### config.mk
export PLATFORM = sky130hd
export DESIGN_NAME = crc16_usb_pkt_ctrl
export DESIGN_NICKNAME = d
export VERILOG_FILES = /design/src/rtl/crc16_usb_pkg.sv /design/src/rtl/crc16_usb_step.sv /design/src/rtl/crc16_usb_pkt_ctrl.sv
export SDC_FILE = /design/constraint.sdc
export NUM_CORES = 1
export LEC_CHECK = 0
export CORE_AREA = 10 10 98 100
export DETAILED_ROUTE_END_ITERATION = 10
export DIE_AREA = 0 0 108 110
export PLACE_DENSITY = 0.51
export SLEW_MARGIN = 15
export SYNTH_ARGS = -nofsm -noshare
export SYNTH_HDL_FRONTEND = slang
export SYNTH_HIERARCHICAL = 1
export SYNTH_SLANG_ARGS = --single-unit
### constraint.sdc
create_clock -name clk -period 3.95 [get_ports clk]
set_input_delay 0.79 -clock clk [delete_from_list [all_inputs] [get_ports clk]]
set_output_delay 0.79 -clock clk [all_outputs]
set_load 0.02 [all_outputs]
### src/rtl/crc16_usb_pkg.sv
// Shared constants and FSM state encoding for the USB CRC16 packet sequencer.
package crc16_usb_pkg;

  localparam logic [15:0] CRC16_USB_POLY_REFL = 16'hA001;
  localparam logic [15:0] CRC16_USB_INIT      = 16'hFFFF;
  localparam logic [15:0] CRC16_USB_XOROUT    = 16'hFFFF;
  localparam logic [15:0] CRC16_USB_RESIDUE   = 16'hB001;

  typedef enum logic [2:0] {
    IDLE,
    SHIFT,
    EMIT,
    WAIT,
    CRC_LO,
    CRC_HI
  } pkt_state_t;

endpackage

### src/rtl/crc16_usb_step.sv
// One bit step of the reflected USB CRC16 (x^16+x^15+x^2+1); passes crc through when en=0.
module crc16_usb_step
  import crc16_usb_pkg::*;
(
  input  logic [15:0] crc,
  input  logic        din,
  input  logic        en,
  output logic [15:0] crc_next
);

  logic fb;

  assign fb = din ^ crc[0];

  always_comb begin
    crc_next = crc;
    if (en) begin
      crc_next = (crc >> 1) ^ (fb ? CRC16_USB_POLY_REFL : 16'h0000);
    end
  end

endmodule

### src/rtl/crc16_usb_pkt_ctrl.sv
// Packet sequencer: shifts each byte LSB-first through the CRC, forwards it,
// then appends the CRC (TX) or checks the residue (RX).
//   state  | meaning
//   IDLE   | no packet; first byte starts a packet and reinitialises the CRC
//   SHIFT  | feeding latched byte into the CRC, one bit per cycle
//   EMIT   | presenting latched byte downstream
//   WAIT   | mid-packet, waiting for the next input byte
//   CRC_LO | TX: presenting low CRC byte
//   CRC_HI | TX: presenting high CRC byte (last of packet)
module crc16_usb_pkt_ctrl
  import crc16_usb_pkg::*;
#(
  parameter logic [15:0] CRC_INIT    = CRC16_USB_INIT,
  parameter logic [15:0] CRC_XOROUT  = CRC16_USB_XOROUT,
  parameter logic [15:0] CRC_RESIDUE = CRC16_USB_RESIDUE
) (
  input  logic        clk,
  input  logic        reset,
  input  logic        mode_rx,
  input  logic        in_valid,
  output logic        in_ready,
  input  logic [7:0]  in_data,
  input  logic        in_last,
  output logic        out_valid,
  input  logic        out_ready,
  output logic [7:0]  out_data,
  output logic        out_last,
  output logic [15:0] crc_o,
  output logic        busy,
  output logic        done,
  output logic        crc_err
);

  pkt_state_t  state_q, state_d;
  logic [7:0]  byte_q;
  logic        last_q;
  logic        mode_q;
  logic [2:0]  cnt_q;
  logic [15:0] crc_q;
  logic [15:0] crc_next;
  logic [15:0] crc_out;
  logic        done_q;
  logic        err_q;
  logic        accept;
  logic        pkt_end;
  logic        end_err;

  crc16_usb_step u_step (
    .crc      (crc_q),
    .din      (byte_q[cnt_q]),
    .en       (state_q == SHIFT),
    .crc_next (crc_next)
  );

  assign crc_out = crc_q ^ CRC_XOROUT;

  always_comb begin
    state_d   = state_q;
    in_ready  = 1'b0;
    out_valid = 1'b0;
    out_data  = 8'h00;
    out_last  = 1'b0;
    accept    = 1'b0;
    pkt_end   = 1'b0;
    end_err   = 1'b0;
    case (state_q)
      IDLE, WAIT: begin
        in_ready = 1'b1;
        if (in_valid) begin
          accept  = 1'b1;
          state_d = SHIFT;
        end
      end
      SHIFT: begin
        if (cnt_q == 3'd7) state_d = EMIT;
      end
      EMIT: begin
        out_valid = 1'b1;
        out_data  = byte_q;
        out_last  = last_q & mode_q;
        if (out_ready) begin
          if (!last_q) begin
            state_d = WAIT;
          end else if (!mode_q) begin
            state_d = CRC_LO;
          end else begin
            state_d = IDLE;
            pkt_end = 1'b1;
            end_err = (crc_q != CRC_RESIDUE);
          end
        end
      end
      CRC_LO: begin
        out_valid = 1'b1;
        out_data  = crc_out[7:0];
        if (out_ready) state_d = CRC_HI;
      end
      CRC_HI: begin
        out_valid = 1'b1;
        out_data  = crc_out[15:8];
        out_last  = 1'b1;
        if (out_ready) begin
          state_d = IDLE;
          pkt_end = 1'b1;
        end
      end
      default: state_d = IDLE;
    endcase
  end

  // Mode and CRC seed are taken only on a packet's first byte (accept from IDLE).
  always_ff @(posedge clk or posedge reset) begin
    if (reset) begin
      state_q <= IDLE;
      byte_q  <= 8'h00;
      last_q  <= 1'b0;
      mode_q  <= 1'b0;
      cnt_q   <= 3'd0;
      crc_q   <= CRC_INIT;
      done_q  <= 1'b0;
      err_q   <= 1'b0;
    end else begin
      state_q <= state_d;
      done_q  <= pkt_end;
      err_q   <= end_err;
      if (accept) begin
        byte_q <= in_data;
        last_q <= in_last;
        cnt_q  <= 3'd0;
        if (state_q == IDLE) begin
          mode_q <= mode_rx;
          crc_q  <= CRC_INIT;
        end
      end
      if (state_q == SHIFT) begin
        crc_q <= crc_next;
        cnt_q <= cnt_q + 3'd1;
      end
    end
  end

  assign busy    = (state_q != IDLE);
  assign done    = done_q;
  assign crc_err = err_q;
  assign crc_o   = crc_q;

endmodule

==> out/results.tsv <==
metric	value	unit
final_common_cell	clkdlybuf4s50_1	
synth_nets	179	
diodes	0	
leakage	0.960	nW
ys_warn_count	6	
post-route-drc-count	0	
cp-start-kind	flip-flop	
stdcell_area	2560	µm²
synthArstFlopShare	100	%
syn2layout_area_growth	31.4	%
p_per_area	698	nW/µm²
synth_cells	163	
place_congestion	0.722	
final_cells	307	
drtIter0Drc	76	
final_util	33.5	%
max-vdd-ir-drop	0.000227	V
grt_max_degree	24	
slew_violations	0	
hold_viol_final	0	
synth_simple_gate_area_share	10.7	%
avgViaCountPerCell	4.78	
clockBufferDepth	2	
period_share	81.7	%
rsz0062_at_grt	false	
synthAdderAreaFrac	1.28	%
clk_latency	0.29	ns
fin_crit	3.23	ns
cts_sinks	34	
cap_violations	0	
die_w	108	µm
ys_types	39	
setup_violations	0	
core-area	7650	µm²
clk_pin_slew	0.08	ns
io_buffers	43	
drive_gt1_share	23.9	%
avgRoutedWirePerCell	18.2	µm
grtUsageTotal	9.40	%
grt-ovfl-total	0	
nets	220	
cp_slowest_cell	nor3b_2	
status	completed	
firstDrtPassIters	5	
muxShareOfSynthArea	21.1	%
hold_class	reg2reg	
ios	44	
dpl.hpwl	3990	µm
grt_pass1_wl	8690	µm
syn_area	1950	µm²
cts_setup_buffers	0	
cp_max_fo	12	
rows	32	
fin_ws	0.725	ns
cp.arrival	2.44	ns
synth_flop_cell	dfrtp_1	
root_buffer	clkbuf_8	
fmax	310	MHz
n_fill_cell	760	
final_cell_mix	clkdlybuf4s50_1 (43), dfrtp_1 (18), o22a_1 (16), dfstp_2 (16), mux2_2 (14)	
yosys_register_bits	34	
dp.cells	299	
place_area	2450	µm²
synth-xor-area-share	2.70	%
die_area	11900	µm²
synth_edf_count	0	
max_stage_delay	0.71	ns
synth_top_family_by_area	multiplexers	
crit_chain	nor3b_2, a32o_1, clkdlybuf4s50_1	
start_util	25.5	%
antenna_found_initial	0	
cts_tree	yes	
hold_slack	0.528	ns
cts.repair.resized	0	
final.setup.tns	0	ns
hold_buffers	0	
total_power	1.79	mW
vias	1466	
die_y	110	µm
worstMarginPinSlew	0.974	ns
path_buf_inv	1	
avgSynthCellArea	12.0	µm²
grt_pass1_vias	1523	
critical-path-top-delay-family	simple AND/OR/NAND/NOR gates	
endpoint_kind	output pin	
ys_seq_area_share	44.7	%
path_class	reg2out	
relSlewSlack	34.8	%
skew	0.00937	ns
routed_wl	5590	µm
critPathRequiredTime	3.16	ns
ant_nets	0	
cts_made_buffers	5	
pre_cts_ws	1.03	ns
cts.htree.levels	2	
synth_compound_area_share	14.7	%
registers in the layout, indices dropped and copies added, names as in the netlist:
name,cells
last_q,1
byte_q,8
mode_q,1
crc_o,16
done,1
crc_err,1
cnt_q,3
state_q,3
per-layer routing:
metal,routed length [µm],GRT usage (%),part of all wire [%]
met4,65,3.15,1.2
met2,2580,14.4,46
met1,2570,11.7,46
met5,0,0,0
met3,377,3.83,6.7
power by group:
part	switching [mW]	total (mW)	internal, mW
clock	0.135	0.321	0.186
sequential	0.127	0.602	0.475
combinational	0.437	0.864	0.427
worst reg2reg max path: stages (launching register included):
cell and delay (ns):
dfrtp_1 0.39, buf_4 0.23, or3b_4 0.45, clkinv_1 0.64, mux2_4 0.51, o22a_1 0.21
area by class of cell:
| cell class | instances | area, µm² | area share (%) |
|---|---|---|---|
| Timing Repair Buffer | 47 | 460 | 18.0 |
| Clock buffer | 5 | 68.8 | 2.69 |
| Clock inverter | 3 | 40.0 | 1.56 |
| Multi-Input combinational cell | 113 | 982 | 38.3 |
| Tap cell | 102 | 128 | 4.98 |
| Inverter | 3 | 11.3 | 0.440 |
| Sequential cell | 34 | 871 | 34.0 |
Yosys cell counts (all sizes together), types with 2 or more instances:
| cell type | count | area share (%) |
|---|---|---|
| mux4 | 2 | 2.3 |
| nor3b | 3 | 1.7 |
| inv | 2 | 0.39 |
| mux2i | 8 | 4.1 |
| nor2b | 3 | 0.96 |
| mux2 | 25 | 15 |
| o22a | 16 | 7.2 |
| xnor2 | 3 | 1.3 |
| o21ai | 5 | 1.3 |
| o22ai | 2 | 0.64 |
| xor2 | 3 | 1.3 |
| nor4b | 3 | 1.3 |
| nor2 | 3 | 0.58 |
| a22o | 8 | 3.6 |
| nand2 | 11 | 2.1 |
| a21oi | 3 | 0.77 |
| ha | 2 | 1.3 |
| buf | 13 | 4.4 |
| dfstp | 16 | 22 |
| dfrtp | 18 | 23 |
final timing paths:
kind	from	endpoint	slack, ns	cells past startpoint
max reg2reg	state_q[0]	crc_o[13]	1.45	5
max in group asynchronous	reset	crc_o[3]	2.17	3
min reg2reg	byte_q[0]	byte_q[0]	0.53	1
max	state_q[1]	out_last	0.72	3
min in group asynchronous	reset	mode_q	0.97	2
min	byte_q[0]	byte_q[0]	0.53	1
kinds of logic (layout without fill, tap and decap cells):
| kind of cell | count (synthesis) | count (layout) |
|---|---|---|
| xor+xnor | 6 | 6 |
| compound gates | 37 | 37 |
| fa+ha+maj | 2 | 2 |
| buf+inv | 16 | 58 |
| flops | 34 | 34 |
| simple gates | 33 | 33 |
| mux | 35 | 35 |
No activity file was read; power rests on OpenSTA's default activity.
